==> config.mk <==
export PLATFORM = sky130hd
export DESIGN_NAME = bcd_to_binary
export DESIGN_NICKNAME = d
export VERILOG_FILES = /design/src/rtl/bcd_to_binary.sv
export SDC_FILE = /design/constraint.sdc
export NUM_CORES = 1
export LEC_CHECK = 0
export ABC_AREA = 0
export CAP_MARGIN = 20
export CORE_MARGIN = 4
export CORE_UTILIZATION = 30
export DETAILED_ROUTE_END_ITERATION = 16
export PLACE_DENSITY = 0.56
export SETUP_SLACK_MARGIN = 0.5
export SYNTH_ARGS = -nofsm -noshare
export SYNTH_HDL_FRONTEND = slang
export SYNTH_SLANG_ARGS = --single-unit
==> constraint.sdc <==
create_clock -name CLOCK_50 -period 4.4 [get_ports CLOCK_50]
set_clock_uncertainty 0.05 [all_clocks]
set_input_delay 0.44 -clock CLOCK_50 [delete_from_list [all_inputs] [get_ports CLOCK_50]]
set_output_delay 0.44 -clock CLOCK_50 [all_outputs]
set_load 0.05 [all_outputs]
==> src/rtl/bcd_to_binary.sv <==
// Sequential packed-BCD to binary converter (reverse double-dabble), one bit per clock.
// Optional BCD2BIN_SIGNED_EN adds sign_in and widens data_out to two's complement OUT_W+1 bits.
module bcd_to_binary #(
    parameter int unsigned NUM_DIGITS = 9,
    parameter int unsigned OUT_W      = 30
) (
    input  logic                    CLOCK_50,
    input  logic                    rst,
    input  logic                    start,
    input  logic [4*NUM_DIGITS-1:0] bcd_in,
`ifdef BCD2BIN_SIGNED_EN
    input  logic                    sign_in,
`endif
    output logic                    busy,
    output logic                    done,
    output logic                    err,
`ifdef BCD2BIN_SIGNED_EN
    output logic [OUT_W:0]          data_out
`else
    output logic [OUT_W-1:0]        data_out
`endif
);

    localparam int unsigned BCD_W = 4 * NUM_DIGITS;
    localparam int unsigned SR_W  = BCD_W + OUT_W;
    localparam int unsigned CNT_W = (OUT_W > 1) ? $clog2(OUT_W) : 1;
`ifdef BCD2BIN_SIGNED_EN
    localparam int unsigned DW    = OUT_W + 1;
`else
    localparam int unsigned DW    = OUT_W;
`endif

    typedef enum logic [1:0] {
        S_IDLE  = 2'd0,
        S_CHECK = 2'd1,
        S_SHIFT = 2'd2,
        S_DONE  = 2'd3
    } state_t;

    state_t            state, state_n;
    logic [SR_W-1:0]   sr, sr_n, step;
    logic [CNT_W-1:0]  cnt, cnt_n;
    logic              busy_n, done_n, err_n;
    logic [DW-1:0]     data_n;
`ifdef BCD2BIN_SIGNED_EN
    logic              sign_q, sign_n;
    logic [DW-1:0]     mag_ext;
`endif

    // One reverse double-dabble step: shift {bcd,bin} right, then pull each digit >= 8 back by 3.
    function automatic logic [SR_W-1:0] dabble_step(input logic [SR_W-1:0] v);
        logic [SR_W-1:0] s;
        s = v >> 1;
        for (int d = 0; d < int'(NUM_DIGITS); d++) begin
            if (s[OUT_W + 4*d + 3]) begin
                s[OUT_W + 4*d +: 4] = s[OUT_W + 4*d +: 4] - 4'd3;
            end
        end
        return s;
    endfunction

    function automatic logic has_bad_digit(input logic [BCD_W-1:0] v);
        logic bad;
        bad = 1'b0;
        for (int d = 0; d < int'(NUM_DIGITS); d++) begin
            if (v[4*d +: 4] > 4'd9) begin
                bad = 1'b1;
            end
        end
        return bad;
    endfunction

    // State and output registers; outputs are loaded on the edge that enters DONE.
    always_ff @(posedge CLOCK_50 or posedge rst) begin
        if (rst) begin
            state    <= S_IDLE;
            sr       <= '0;
            cnt      <= '0;
            busy     <= 1'b0;
            done     <= 1'b0;
            err      <= 1'b0;
            data_out <= '0;
`ifdef BCD2BIN_SIGNED_EN
            sign_q   <= 1'b0;
`endif
        end else begin
            state    <= state_n;
            sr       <= sr_n;
            cnt      <= cnt_n;
            busy     <= busy_n;
            done     <= done_n;
            err      <= err_n;
            data_out <= data_n;
`ifdef BCD2BIN_SIGNED_EN
            sign_q   <= sign_n;
`endif
        end
    end

    // Next-state, datapath and next-output logic.
    always_comb begin
        state_n = state;
        sr_n    = sr;
        cnt_n   = cnt;
        busy_n  = 1'b0;
        done_n  = 1'b0;
        err_n   = err;
        data_n  = data_out;
        step    = dabble_step(sr);
`ifdef BCD2BIN_SIGNED_EN
        sign_n  = sign_q;
        mag_ext = {1'b0, step[OUT_W-1:0]};
`endif

        case (state)
            S_IDLE: begin
                if (start) begin
                    sr_n    = {bcd_in, {OUT_W{1'b0}}};
`ifdef BCD2BIN_SIGNED_EN
                    sign_n  = sign_in;
`endif
                    busy_n  = 1'b1;
                    state_n = S_CHECK;
                end
            end
            S_CHECK: begin
                cnt_n = '0;
                if (has_bad_digit(sr[SR_W-1:OUT_W])) begin
                    done_n  = 1'b1;
                    err_n   = 1'b1;
                    data_n  = '0;
                    state_n = S_DONE;
                end else begin
                    busy_n  = 1'b1;
                    state_n = S_SHIFT;
                end
            end
            S_SHIFT: begin
                sr_n = step;
                if (cnt == CNT_W'(OUT_W - 1)) begin
                    done_n  = 1'b1;
                    err_n   = 1'b0;
`ifdef BCD2BIN_SIGNED_EN
                    // Negating zero yields zero, so no negative zero can appear.
                    data_n  = sign_q ? (DW'(0) - mag_ext) : mag_ext;
`else
                    data_n  = step[OUT_W-1:0];
`endif
                    state_n = S_DONE;
                end else begin
                    busy_n = 1'b1;
                    cnt_n  = cnt + CNT_W'(1);
                end
            end
            S_DONE: begin
                state_n = S_IDLE;
            end
            default: begin
                state_n = S_IDLE;
            end
        endcase
    end

endmodule

After elaboration in Yosys (flattened, before gate mapping)

Cells that the tools add are included.

Register bits after elaboration: 106
Input port bits: 39
Output and inout port bits: 33
Logic and storage cells: 79

Add/subtract/negate cells: 9
Magnitude comparators: 9
Equal/unequal tests: 8
Mux-type cells: 39
Reductions and logical operators: 7

Operators with widths:

| cell                | count |
|---|---|
| $pmux 66 s2         | 1 |
| $mux 66             | 1 |
| $mux 30             | 2 |
| $pmux 30 s2         | 1 |
| $gt 4x4->1 const B  | 9 |
| $mux 4              | 8 |
| $sub 4x2->4 const B | 8 |
| $mux 1              | 18 |
| $pmux 5 s2          | 1 |
| $ne 2x2->1 const B  | 4 |
| $pmux 2 s4          | 1 |
| $reduce_and 2->1    | 3 |
| $add 5x1->5 const B | 1 |
| $eq 5x5->1 const B  | 1 |
| $mux 5              | 1 |
| $eq 2x2->1 const B  | 2 |
| $mux 2              | 2 |
| $pmux 1 s2          | 2 |
| $reduce_bool 2->1   | 2 |
| $pmux 1 s3          | 1 |
| $reduce_and 3->1    | 1 |
| $eq 2x1->1 const B  | 1 |
| $logic_not 2->1     | 1 |

Longest topological paths before layout

Word-level depth: 13
Mapped depth: 8
Gate-level depth less buffers: 6

Worst setup path after synthesis

No wires, ideal clock.

Kind: reg-to-reg
Start: reg state[0]
End: reg sr[38]
Setup time: 0.133 ns
Arrival: 1.447 ns
Data required time: 4.217 ns
Path slack: 2.770 ns
Cell stages (with the launch flop): 9
Path buffers: 2
Clock period less this slack: 1.630 ns
Cells stage by stage: dfrtp_1 > inv_1 > ha_1 > buf_2 > inv_2 > clkbuf_1 > nor2_1 > a21oi_1 > o21ai_0

Longest elaborated chain between the ends: 3
Elaborated cells on any way between the ends: 6

RTL lines:

| element                                                          | line | RTL |
|---|---|---|
| from (decl)                                                      | 40   | `state_t state, state_n;` |
| from (signal assigned)                                           | 87   | `state <= state_n;` |
| $eq 2x2->1 or $logic_not 2->1 (tied branches)                    | 115  | `case (state)` |
| $reduce_bool 2->1 (no source line) or $ne 2x2->1 (tied branches) | --   |  |
| $reduce_and 2->1 (no source line)                                | --   |  |
| to (signal assigned)                                             | 88   | `sr <= sr_n;` |
| to (decl)                                                        | 41   | `logic [SR_W-1:0] sr, sr_n, step;` |

Parallel ways exist; a longest one is shown, timed or not.
A chain may end at the register's enable or synchronous reset.

Worst setup path in the final report

Start: reg state[0]
End: reg cnt[4]

Longest elaborated chain between the ends: 3
Elaborated cells on any way between the ends: 6

RTL lines:

| element                                                          | line | RTL |
|---|---|---|
| $eq 2x2->1 or $eq 2x1->1 (tied branches)                         | 115  |  |
| $ne 2x2->1 (no source line) or $reduce_bool 2->1 (tied branches) | --   |  |
| $reduce_and 2->1 (no source line)                                | --   |  |
| to (signal assigned)                                             | 89   | `cnt <= cnt_n;` |
| to (decl)                                                        | 42   | `logic [CNT_W-1:0] cnt, cnt_n;` |

Parallel ways exist; a longest one is shown, timed or not.

==> results.toml <==
[status]
status = "finished clean"

[clock_tree]
cts_resized = 0
clock_latency_ps = 360
cts_buffers = 9
post_cts_buffers = 0
ctsHoldBuffers = 0
cts.sinks = 105
cts_tree = "done"
clock_path_buffers = 2
cts_max_level = 3
cts.clk_slew.worst_paths_ps = 70
clockRootBuffer = "clkbuf_16"

[die]
die_y_um = 146
fp.dieW_um = 146
io_pins = 72
fp.coreArea_um2 = 18600
die_area_um2 = 21200
rows = 50
start_util = 0.305

[worst_setup_path]
crit_chain = "inv_1 -> ha_2 -> buf_4 -> nand3_1 -> nor2_2 -> buf_4 -> nor2_1 -> a31oi_1"
slowest_delay_ps = 490
critPathLaunchType = "flop"
rr_worst_depth = 8
cpMostUsedCell = "buf_4"
worstReg2RegEnd = "cnt[4]"
arrival_ps = 2740
rr_startpoint = "state[0]"
crit_slowest_cell = "ha_2"
critPathMaxFanout = 32
required_ps = 4630
cp-end-kind = "flop"
crit_type = "flop to flop"
ff2ff_setup_slack_ps = 1900

[synthesis]
avgSynthCellArea_um2 = 9.89
syn_area_um2 = 5680
yosysMostFrequentCell = "dfrtp_1"
ys_seq_area_frac = 0.463
synthTopCellsByCount = "dfrtp_1, nand2_1, o21ai_0"
ys.flop_type = "dfrtp_1"
yosysUniqueCellTypes = 36
async_reset_ff_frac = 1.00
syn_inst = 574
synth_fp_nets = 627
synth_top_cell_area_share = 0.463
synth_seq_cells = 105
synth_edf_count = 0
yosysTopAreaCell = "dfrtp_1"
synthTopCellsByArea = "dfrtp_1, o211ai_2, o21ai_0"
yosys_warnings = 0

[final_layout]
n_antenna_cell = 0
regArea_um2 = 2630
area_delta_synth_final_pct = 21.4
multi_input_area_um2 = 2780
nFillCells = 1870
fin_nets = 672
drive_gt1_frac = 0.104

[timing]
finalHoldViolCount = 0
final-setup-viol-count = 0
worst_pin_slew_ps = 1060
tns_ps = 0
rsz0062_at_grt = "false"
slew_headroom = 0.296
finalWorstSetupSlack_ps = 1900
drv_slew = 0
fin_crit_sh = 0.569
timing.hold.ws_ps = 350
fmax_mhz = 399
fin_crit_ps = 2500

[routing]
drc = 0
post_drt_wl_per_cell_um = 17.4
via_count = 4663
viasPerCell = 5.43
drt-initial-drc-count = 309
ant_nets = 0
drtPass1Iterations = 4
routed_wirelength_um = 14900

[power]
p_int_mw = 2.37
power.density_nw_per_um2 = 630
switchingPower_mw = 1.97
ir_drop_mv = 0.317
p_clk_frac = 0.197
p_comb_frac = 0.465
swShare = 0.453
seq_power_share = 0.338
p_leak_nw = 2.99

[global_route]
grt_pass1_wl_um = 24600
grt_pass1_vias = 4623
track_usage = 0.142
grt_antenna_before_repair = 0
grt_max_degree = 81
grt-ovfl-total = 0

[placement]
dp_hpwl_um = 9290
pre_cts_slack_ps = 1840
numPortBuffers = 71
routabilityCongestion = 0.767

[hold_path]
hold_path.class = "input pin to asynchronous set/reset pin"

[run]
drv_cap = 0
## sequential cells by signal, summed over array words and instances (netlist names)
| signal | cells |
|---|---|
| busy | 1 |
| cnt | 5 |
| data_out | 30 |
| done | 1 |
| err | 1 |
| sr | 65 |
| state | 2 |
## kinds of logic (layout without fill, tap and decap cells)
family,after synthesis,count (layout),share of synthesized area
mux,28,28,0.0496
fa+ha+maj,14,14,0.0309
buf+inv,55,105,0.0498
simple gates,177,177,0.154
xor+xnor,18,18,0.0278
compound gates,177,177,0.225
flops,105,105,0.463
## critical path: cells and delay by family (launching register included)
family	cells	cell delay [ps]
buffers and inverters	3	860
adders and majority gates	1	490
DFF	1	430
and+or+nand+nor	3	420
AOI/OAI and AO/OA	1	170
## power by group through the flow
stage	Combinational (mW)	Sequential, mW	Clock, mW
detailed placement	1.99	1.48	0
global placement	1.92	1.47	0
finish	2.02	1.47	0.856
floorplan	1.47	1.44	0
CTS	1.99	1.47	0.879
global route	2.25	1.50	0.921
## cells in the final DEF (no fill, tap or decap), drive strengths merged, types with 17 or more instances in the layout
master	netlist	routed
a21oi	25	25
a22o	31	31
and2	32	32
clkdlybuf4s50	0	71
dfrtp	105	105
mux2i	27	27
nand2	75	75
nand4	32	32
nor2	20	20
o211ai	30	30
o21ai	73	73
xnor2	17	17
## final cells by class
cell class              instances  share of cell area
clock buffers                  10              0.0347
clock inverters                 6              0.0105
inverters                       6             0.00363
multi-input cells             414               0.404
flip-flops and latches        105               0.381
well taps                     234              0.0425
repair buffers                 83               0.124
## layer usage
metal / routed length (um) / share of wire / vias up / GRT usage
li1: - / - / 2157 / -
met1: 6840 / 0.46 / 2342 / 0.187
met2: 6930 / 0.46 / 143 / 0.230
met3: 836 / 0.056 / 21 / 0.0349
met4: 306 / 0.021 / 0 / 0.0456
met5: 0 / 0 / - / 0
## stage by stage
step	total power, mW	std cells	instance area (um^2)	utilization
floorplan	2.91	574	5680	-
global placement	3.39	840	6530	0.350
detailed placement	3.47	840	6530	0.350
CTS	4.34	856	6840	0.367
global route	4.67	858	6890	0.370
finish	4.34	858	6890	0.370
## how the worst max path moves through the flow
stage | from | endpoint
global route | state[0] | cnt[1]
global placement | state[0] | data_out[6]
finish | state[0] | cnt[4]
detailed placement | state[0] | data_out[28]
floorplan | rst | busy
CTS | state[0] | data_out[28]
(Power assumes the default switching activity.)
